File: src/rtl/trk_multitap_correlator_engine.sv
// trk_multitap_correlator_engine
//   Multi-tap tracking correlator fed by carrier-wiped I/Q samples. After an
//   acquisition delay (skipped samples), each tap accumulates +/-I and +/-Q
//   (sign chosen by that tap's code chip) over a programmable length. The
//   result is dumped to registers and offered with a valid/ready handshake.
//   Single-shot mode waits for i_rearm; continuous mode integrates back to
//   back and stalls the input only if the previous dump is still unread.
// Ports
//   axis_aclk / axis_aresetn   clock / synchronous active-high reset
//   i_start, i_stop, i_rearm   control pulses (i_stop has top priority)
//   i_continuous               back-to-back integrations
//   i_acq_delay, i_corr_length skip count and integration length (live)
//   s_sample_*                 {I,Q} sample stream, i_code_chips qualified with it
//   o_sample_count             samples accepted since i_start
//   o_acc_i/o_acc_q, o_dump_valid, i_dump_ready   dump result handshake
//   o_busy, o_overflow         SKIP/RUN indicator, sticky saturation flag

// Per-tap next-sum: acc + (chip ? x : -x), saturated, for I and Q.
module trk_multitap_correlator_tap #(
    parameter int SAMPLE_W = 16,
    parameter int ACC_W    = 32
) (
    input  logic [ACC_W-1:0]    acc_i_i,
    input  logic [ACC_W-1:0]    acc_q_i,
    input  logic [SAMPLE_W-1:0] x_i_i,
    input  logic [SAMPLE_W-1:0] x_q_i,
    input  logic                chip_i,
    output logic [ACC_W-1:0]    sum_i_o,
    output logic [ACC_W-1:0]    sum_q_o,
    output logic                sat_o
);
    localparam logic [ACC_W-1:0] MAXV = {1'b0, {(ACC_W-1){1'b1}}};
    localparam logic [ACC_W-1:0] MINV = {1'b1, {(ACC_W-1){1'b0}}};

    logic [ACC_W-1:0] term_i, term_q;
    logic [ACC_W:0]   raw_i, raw_q;
    logic             sat_i, sat_q;

    always_comb begin
        // Extend before negating so the most negative sample negates exactly.
        term_i = {{(ACC_W-SAMPLE_W){x_i_i[SAMPLE_W-1]}}, x_i_i};
        term_q = {{(ACC_W-SAMPLE_W){x_q_i[SAMPLE_W-1]}}, x_q_i};
        if (!chip_i) begin
            term_i = -term_i;
            term_q = -term_q;
        end
        // One guard bit: overflow when the two top bits disagree.
        raw_i   = {acc_i_i[ACC_W-1], acc_i_i} + {term_i[ACC_W-1], term_i};
        raw_q   = {acc_q_i[ACC_W-1], acc_q_i} + {term_q[ACC_W-1], term_q};
        sat_i   = raw_i[ACC_W] ^ raw_i[ACC_W-1];
        sat_q   = raw_q[ACC_W] ^ raw_q[ACC_W-1];
        sum_i_o = sat_i ? (raw_i[ACC_W] ? MINV : MAXV) : raw_i[ACC_W-1:0];
        sum_q_o = sat_q ? (raw_q[ACC_W] ? MINV : MAXV) : raw_q[ACC_W-1:0];
        sat_o   = sat_i | sat_q;
    end
endmodule

module trk_multitap_correlator_engine #(
    parameter int NUM_TAPS = 4,
    parameter int SAMPLE_W = 16,
    parameter int ACC_W    = 32,
    parameter int CNT_W    = 48
) (
    input  logic                      axis_aclk,
    input  logic                      axis_aresetn,
    input  logic                      i_start,
    input  logic                      i_stop,
    input  logic                      i_rearm,
    input  logic                      i_continuous,
    input  logic [CNT_W-1:0]          i_acq_delay,
    input  logic [CNT_W-1:0]          i_corr_length,
    input  logic                      s_sample_tvalid,
    output logic                      s_sample_tready,
    input  logic [2*SAMPLE_W-1:0]     s_sample_tdata,
    input  logic [NUM_TAPS-1:0]       i_code_chips,
    output logic [CNT_W-1:0]          o_sample_count,
    output logic [NUM_TAPS*ACC_W-1:0] o_acc_i,
    output logic [NUM_TAPS*ACC_W-1:0] o_acc_q,
    output logic                      o_dump_valid,
    input  logic                      i_dump_ready,
    output logic                      o_busy,
    output logic                      o_overflow
);
    typedef enum logic [2:0] {S_IDLE, S_SKIP, S_RUN, S_DUMP, S_ARMED} state_t;

    state_t                          state_q, state_d;
    logic [CNT_W-1:0]                cnt_q, cnt_d, pts_q, pts_d;
    logic [NUM_TAPS-1:0][ACC_W-1:0]  acc_i_q, acc_i_d, acc_q_q, acc_q_d;
    logic [NUM_TAPS-1:0][ACC_W-1:0]  dmp_i_q, dmp_i_d, dmp_q_q, dmp_q_d;
    logic                            dv_q, dv_d, ovf_q, ovf_d;
    logic [NUM_TAPS-1:0][ACC_W-1:0]  sum_i, sum_q;
    logic [NUM_TAPS-1:0]             sat;
    logic [CNT_W-1:0]                len_eff, cnt_inc;
    logic                            last, hs, take;

    for (genvar k = 0; k < NUM_TAPS; k++) begin : g_tap
        trk_multitap_correlator_tap #(.SAMPLE_W(SAMPLE_W), .ACC_W(ACC_W)) u_tap (
            .acc_i_i (acc_i_q[k]),
            .acc_q_i (acc_q_q[k]),
            .x_i_i   (s_sample_tdata[2*SAMPLE_W-1:SAMPLE_W]),
            .x_q_i   (s_sample_tdata[SAMPLE_W-1:0]),
            .chip_i  (i_code_chips[k]),
            .sum_i_o (sum_i[k]),
            .sum_q_o (sum_q[k]),
            .sat_o   (sat[k])
        );
    end

    always_comb begin
        len_eff = (i_corr_length == '0) ? CNT_W'(1) : i_corr_length;
        // >= so a length shortened mid-integration still terminates.
        last    = (pts_q >= len_eff - CNT_W'(1));
        cnt_inc = cnt_q + CNT_W'(1);
        hs      = dv_q & i_dump_ready;

        state_d = state_q;
        cnt_d   = cnt_q;
        pts_d   = pts_q;
        acc_i_d = acc_i_q;
        acc_q_d = acc_q_q;
        dmp_i_d = dmp_i_q;
        dmp_q_d = dmp_q_q;
        dv_d    = hs ? 1'b0 : dv_q;
        ovf_d   = ovf_q;
        s_sample_tready = 1'b0;
        take    = 1'b0;

        case (state_q)
            S_IDLE: begin
                s_sample_tready = 1'b1;
                if (i_start) begin
                    state_d = (i_acq_delay == '0) ? S_RUN : S_SKIP;
                    cnt_d   = '0;
                    ovf_d   = 1'b0;
                    pts_d   = '0;
                    acc_i_d = '0;
                    acc_q_d = '0;
                end
            end
            S_SKIP: begin
                // Delay may be reprogrammed live; leave as soon as it is met.
                if (cnt_q == i_acq_delay) begin
                    state_d = S_RUN;
                end else begin
                    s_sample_tready = 1'b1;
                    if (s_sample_tvalid) begin
                        cnt_d = cnt_inc;
                        if (cnt_inc == i_acq_delay) state_d = S_RUN;
                    end
                end
            end
            S_RUN: begin
                // Hold the closing sample back until the previous dump is read.
                s_sample_tready = !(last && dv_q);
                take = s_sample_tvalid && s_sample_tready;
                if (take) begin
                    cnt_d = cnt_inc;
                    if (|sat) ovf_d = 1'b1;
                    if (last) begin
                        dmp_i_d = sum_i;
                        dmp_q_d = sum_q;
                        acc_i_d = '0;
                        acc_q_d = '0;
                        pts_d   = '0;
                        dv_d    = 1'b1;
                        if (!i_continuous) state_d = S_DUMP;
                    end else begin
                        acc_i_d = sum_i;
                        acc_q_d = sum_q;
                        pts_d   = pts_q + CNT_W'(1);
                    end
                end
            end
            S_DUMP: begin
                if (hs) state_d = S_ARMED;
            end
            S_ARMED: begin
                if (i_rearm) begin
                    state_d = S_RUN;
                    acc_i_d = '0;
                    acc_q_d = '0;
                    pts_d   = '0;
                end
            end
            default: state_d = S_IDLE;
        endcase

        if (i_stop) begin
            state_d = S_IDLE;
            cnt_d   = '0;
            pts_d   = '0;
            acc_i_d = '0;
            acc_q_d = '0;
            dmp_i_d = '0;
            dmp_q_d = '0;
            dv_d    = 1'b0;
            ovf_d   = 1'b0;
            s_sample_tready = 1'b0;
        end
    end

    always_ff @(posedge axis_aclk) begin
        if (axis_aresetn) begin
            state_q <= S_IDLE;
            cnt_q   <= '0;
            pts_q   <= '0;
            acc_i_q <= '0;
            acc_q_q <= '0;
            dmp_i_q <= '0;
            dmp_q_q <= '0;
            dv_q    <= 1'b0;
            ovf_q   <= 1'b0;
        end else begin
            state_q <= state_d;
            cnt_q   <= cnt_d;
            pts_q   <= pts_d;
            acc_i_q <= acc_i_d;
            acc_q_q <= acc_q_d;
            dmp_i_q <= dmp_i_d;
            dmp_q_q <= dmp_q_d;
            dv_q    <= dv_d;
            ovf_q   <= ovf_d;
        end
    end

    assign o_sample_count = cnt_q;
    assign o_acc_i        = dmp_i_q;
    assign o_acc_q        = dmp_q_q;
    assign o_dump_valid   = dv_q;
    assign o_busy         = (state_q == S_SKIP) || (state_q == S_RUN);
    assign o_overflow     = ovf_q;
endmodule

File: config.mk
export PLATFORM = sky130hd
export DESIGN_NAME = trk_multitap_correlator_engine
export DESIGN_NICKNAME = d
export VERILOG_FILES = /design/src/rtl/trk_multitap_correlator_engine.sv
export SDC_FILE = /design/constraint.sdc
export NUM_CORES = 2
export LEC_CHECK = 0
export CAP_MARGIN = 10
export CORE_ASPECT_RATIO = 1.75
export CORE_MARGIN = 4
export CORE_UTILIZATION = 46
export DETAILED_ROUTE_END_ITERATION = 16
export GPL_ROUTABILITY_DRIVEN = 0
export GPL_TIMING_DRIVEN = 1
export PLACE_DENSITY = 0.66
export SLEW_MARGIN = 40
export SYNTH_ARGS = -nofsm -noshare
export SYNTH_HDL_FRONTEND = slang
export SYNTH_HIERARCHICAL = 1
export SYNTH_SLANG_ARGS = --single-unit
File: constraint.sdc
create_clock -name axis_aclk -period 8.6 [get_ports axis_aclk]
set_input_delay 0.86 -clock axis_aclk [delete_from_list [all_inputs] [get_ports axis_aclk]]
set_output_delay 0.86 -clock axis_aclk [all_outputs]
set_load 0.05 [all_outputs]
Word level (Yosys, flattened, before mapping):

Cells that the tools add are included.

* output and inout bits: 308
* word-level logic and storage cells: 146
* register bits: 613

* mux-type cells: 64
* reductions and logical operators: 17
* add/sub/neg operators: 13
* magnitude comparators: 1
* bitwise logic cells: 13
* eq/ne operators: 17

Operators with widths (count)
* $mux 128: 6
* $mux 32: 24
* $pmux 128 s3: 2
* $mux 48: 8
* $pmux 48 s3: 2
* $add 32x32->33: 8
* $add 48x1->48 const B: 2
* $eq 48x48->1: 2
* $logic_not 48->1: 2
* $neg 32->32: 2
* $ge 48x48->1: 1
* $sub 48x1->48 const B: 1
* $mux 3: 9
* $ne 2x2->1 const B: 9
* $pmux 3 s5: 1
* $mux 1: 9
* $reduce_and 4->1: 2
* $reduce_and 8->1: 1
* $xor 1x1->1: 8
* $eq 3x2->1 const B: 2
* $ne 3x3->1 const B: 2
* $reduce_bool 3->1: 2
* $reduce_and 5->1: 1
* $or 1x1->1: 4
* other kinds (14): 15

Logic depth before layout (Yosys ltp):

* word-level depth: 9
* mapped depth: 29

Modules after synthesis:

The synthesis kept the hierarchy.

By module, submodules not included
* trk_multitap_correlator_engine: area each 26340.3 um2, seq. area each 12271.8 um2, instances 1, cells each 3441
* trk_multitap_correlator_tap at g_tap[0].u_tap ...: area each 4882.2 um2, seq. area each 0.0 um2, instances 2, cells each 738
* trk_multitap_correlator_tap at g_tap[3].u_tap: area each 5006.1 um2, seq. area each 0.0 um2, instances 1, cells each 730
* trk_multitap_correlator_tap at g_tap[2].u_tap: area each 4870.9 um2, seq. area each 0.0 um2, instances 1, cells each 723

Least setup slack after synthesis:

No wires, ideal clock.

* path type: input -> output
* start point: input port i_corr_length[30]
* end point: output port s_sample_tready
* cell stages on the path: 24
* arrival time: 6.464 ns
* path slack: 1.276 ns
* required time: 7.740 ns
* cell sequence: or3_1 > or4_1 > nor4_1 > a31oi_1 > ha_1 > nor3b_1 > nand3_1 > nand3b_1 > nor2_1 > nand2_1 > or2_2 > clkbuf_1 > nor3_1 > xnor2_1 > ha_1 > and4_1 > nor4b_1 > a221oi_1 > o32a_1 > and2_1 > nand2_1 > nand2_1 > o21ai_0 > a211oi_1

* longest elaborated chain between the ends: 8

Ends and longest elaborated chain
* start, declared: RTL line 71 `input logic [CNT_W-1:0] i_corr_length,`
* $logic_not 48->1: RTL line 110 `len_eff = (i_corr_length == '0) ? CNT_W'(1) : i_corr_length;`
* $mux 48 (*): RTL line 110
* $sub 48x1->48 (*): RTL line 112 `last = (pts_q >= len_eff - CNT_W'(1));`
* $ge 48x48->1 (*): RTL line 112
* $logic_and 1x1->1 (*): RTL line 154 `s_sample_tready = !(last && dv_q);`
* $logic_not 1->1 (*): RTL line 154
* $pmux 1 s3 (*): RTL line 128 `case (state_q)`
* $mux 1 (*): RTL line 188 `if (i_stop) begin`
* end, declared: RTL line 73 `output logic s_sample_tready,`

Mark *: on every way between the ends. The rest lies on a longest branch, timed or not.

Worst setup path in the final report:

* start point: input port i_corr_length[39]
* end point: output port s_sample_tready

The elaborated chain is that of the path after synthesis.

==> impl_metrics.toml <==
[logic_synthesis]
ys_seq_elements = 613
synthCells = 6370
synth.avg_cell_area_sq_um = 7.22
synth_fp_nets = 6849
synth_flop_cell = "dfxtp_1"
yosysWarnings = 6
synth_area_leaders = "dfxtp_1 (27%), nand2_1 (12%), a21oi_1 (11%)"
ys_types = 102
yosysTopAreaCell = "dfxtp_1"
async_flop_share_pct = 0
seq_area_frac_synth_pct = 26.7
syn_area_sq_um = 46000
synth_top_area_share_pct = 26.7
synth_edf_count = 0
synth.most_common_cell = "nand2_1"
netlist_top_cells_count = "nand2_1 (1420), a21oi_1 (980), dfxtp_1 (613), ha_1 (331), nor2_1 (314)"

[cells_and_area]
fillers = 9643
final_layout_size_suffix_gt1_share_pct = 5.31
stdcell_area_sq_um = 53800
area_growth_pct = 16.9
final_nets = 7084
fin_cells = 7976

[clock_network]
cts-root-buf = "clkbuf_16"
clock_sinks = 613
h-tree-depth = 3
cts_buffer_depth = 3
post_cts_buffers = 0
cts_tree = "done"
clk_latency_ns = 0.67
clk_pin_slew_ns = 0.06
numCtsBuffers = 66

[setup_path]
endpoint_kind = "primary output"
cp.required_ns = 7.74
path_max_fanout = 7
worstSetupPathType = "input port to primary output"
crit_top_cell = "nor4_1"
critPathArrivalTime_ns = 7.26
start_kind = "input port"
reg2regPathDepth = 13
r2r_slack_ns = 3.89
slowest_stage = "clkdlybuf4s50_1"
slowest_delay_ns = 0.56

[place]
place_area_sq_um = 51500
placed_cells = 7854
dp_hpwl_mm = 118
portBuffers = 447

[sta]
hold_viol_final = 0
timing.slew.headroom_pct = 37.3
setup-violations-final = 0
hold_ws_ns = 0.449
fmax_ghz = 0.123
rsz0062_at_grt = "false"
fin_crit_ns = 8.12
report.final.slew_viol_count = 0
final.setup.tns_ns = 0
skew_ns = 0.0368
fin_crit_sh_pct = 94.5
worstMarginPinSlew_ns = 0.932

[job]
maxCapViolCount = 0

[pwr]
vdd_drop_max_mv = 0.143
seqPwrFrac_pct = 36.8
p_switching_mw = 2.62
p_clk_share_pct = 38.3
p_int_mw = 5.31
powerDensity_nw_per_um2 = 147
pwr-share-comb_pct = 24.9
switching_share_pct = 33.1
leakage_nw = 20.5

[global_routing]
grt_pass1_vias = 46379
grt_max_degree = 117
track_usage_pct = 29.1
antenna_found_initial = 5
grt_pass1_wl_mm = 249
grt_overflow_total = 0

[floorplanning]
start_util_pct = 46.3
die_area_sq_um = 105000
die_height_um = 426
ios = 448
die_w_um = 247
core.rowCount = 153
core_sq_um = 99400

[detailed_routing]
drc_errors = 0
drtPass1Iterations = 6
drt_iter0_drc = 2938
routed_wl_mm = 159
wl_per_cell_um = 19.9
dr_total_vias = 47490
detail_route.vias_per_cell = 5.95
postRouteAntennaNets = 0

[hold_path]
hold_depth = 2
hp-class = "flip-flop to flip-flop"

[run_status]
status = "finished, final reports clean"
==> timing repair <==
| action | 4_1_cts | 5_1_grt |
|---|---|---|
| hold buffers | 0 | 0 |
| resized for setup | 0 | 4 |
| setup endpoints to repair | 0 | 1 |
==> registers in the layout, summed over array words and instances, names as in the netlist <==
register	flops
acc_i_q	128
o_acc_i	128
o_sample_count	48
pts_q	48
o_acc_q	128
o_overflow	1
acc_q_q	128
state_q	3
o_dump_valid	1
==> final timing paths <==
| check | end | from |
|---|---|---|
| setup / recovery | s_sample_tready | i_corr_length[39] |
| hold / removal | o_acc_q[38] | o_acc_q[38] |
| setup reg to reg | o_overflow | acc_i_q[38] |
| hold reg to reg | o_acc_q[38] | o_acc_q[38] |
==> final cells by class <==
| type | count | area [sq um] | area share (%) |
|---|---|---|---|
| repair buffers | 522 | 5260 | 9.78 |
| multi-input cells | 5248 | 31800 | 59.1 |
| clock buffers | 84 | 1850 | 3.45 |
| inverters | 154 | 578 | 1.08 |
| well taps | 1317 | 1650 | 3.07 |
| diodes | 5 | 12.5 | 0.0233 |
| clock inverters | 33 | 374 | 0.696 |
| flip-flops and latches | 613 | 12300 | 22.8 |
==> routing by layer <==
layer,wire [um],track usage [%],vias to the layer above
met5,10,0,-
met2,78200,51.6,1759
met3,9100,3.84,496
met4,10200,17.0,2
met1,61500,33.2,22250
li1,-,-,22983
==> logic make-up (layout without fill, tap and decap cells) <==
kind of cell | Yosys count | after routing | synth area share, %
AOI/OAI and AO/OA | 1918 | 1918 | 25.0
buffers and inverters | 509 | 793 | 4.56
DFF | 613 | 613 | 26.7
other | 0 | 5 | 0
xor gates and xnor gates | 479 | 479 | 9.14
muxes | 36 | 36 | 0.819
adders and majority gates | 355 | 355 | 9.70
and+or+nand+nor | 2460 | 2460 | 24.1
==> per-stage QoR <==
| step | util [%] | worst slack (ns) | total power [mW] |
|---|---|---|---|
| global route | 54.1 | 0.0393 | 8.29 |
| finish | 54.1 | 0.476 | 7.93 |
| detailed placement | 51.8 | 0.0360 | 4.92 |
| CTS | 54.0 | 0.0399 | 7.98 |
| floorplan | - | 1.28 | 4.34 |
| global placement | 51.7 | 0.175 | 4.90 |
==> power by group through the flow <==
stage / sequential (mW) / clock [mW] / combinational (mW)
final: 2.92 / 3.04 / 1.98
after global routing: 2.92 / 3.20 / 2.17
after CTS: 2.92 / 3.11 / 1.95
after detailed placement: 2.98 / 0 / 1.94
after global placement: 2.98 / 0 / 1.92
after floorplan: 2.97 / 0 / 1.37
==> worst max-delay path: cells and delay by family <==
family,cells,cell delay [ns]
xor+xnor,1,0.12
compound gates,5,1.31
fa+ha+maj,2,0.53
buf+inv,4,1.04
simple gates,16,3.40
==> layout by cell type (no fill, tap or decap), types with 22 or more instances in the layout <==
| cell type | count |
|---|---|
| or3_1 | 49 |
| xnor2_1 | 214 |
| nor2b_1 | 22 |
| dfxtp_1 | 613 |
| a211oi_1 | 41 |
| clkdlybuf4s50_1 | 443 |
| o21ai_2 | 31 |
| o211ai_1 | 50 |
| o21bai_1 | 38 |
| and3_1 | 41 |
| clkbuf_16 | 69 |
| nor2_1 | 314 |
| nand2b_1 | 34 |
| nor4_1 | 74 |
| nand2_1 | 1417 |
| or4_1 | 41 |
| and2_1 | 31 |
| a21oi_1 | 979 |
| o31ai_1 | 24 |
| nand4_1 | 110 |
| buf_4 | 57 |
| inv_1 | 153 |
| nand3_1 | 105 |
| o21ai_0 | 302 |
| a21bo_2 | 23 |
| o21a_1 | 58 |
| a21o_1 | 132 |
| ha_1 | 330 |
| nor3_1 | 118 |
| xor2_1 | 262 |
| a31oi_1 | 55 |
Note: power is estimated with default switching activity, not from simulation.
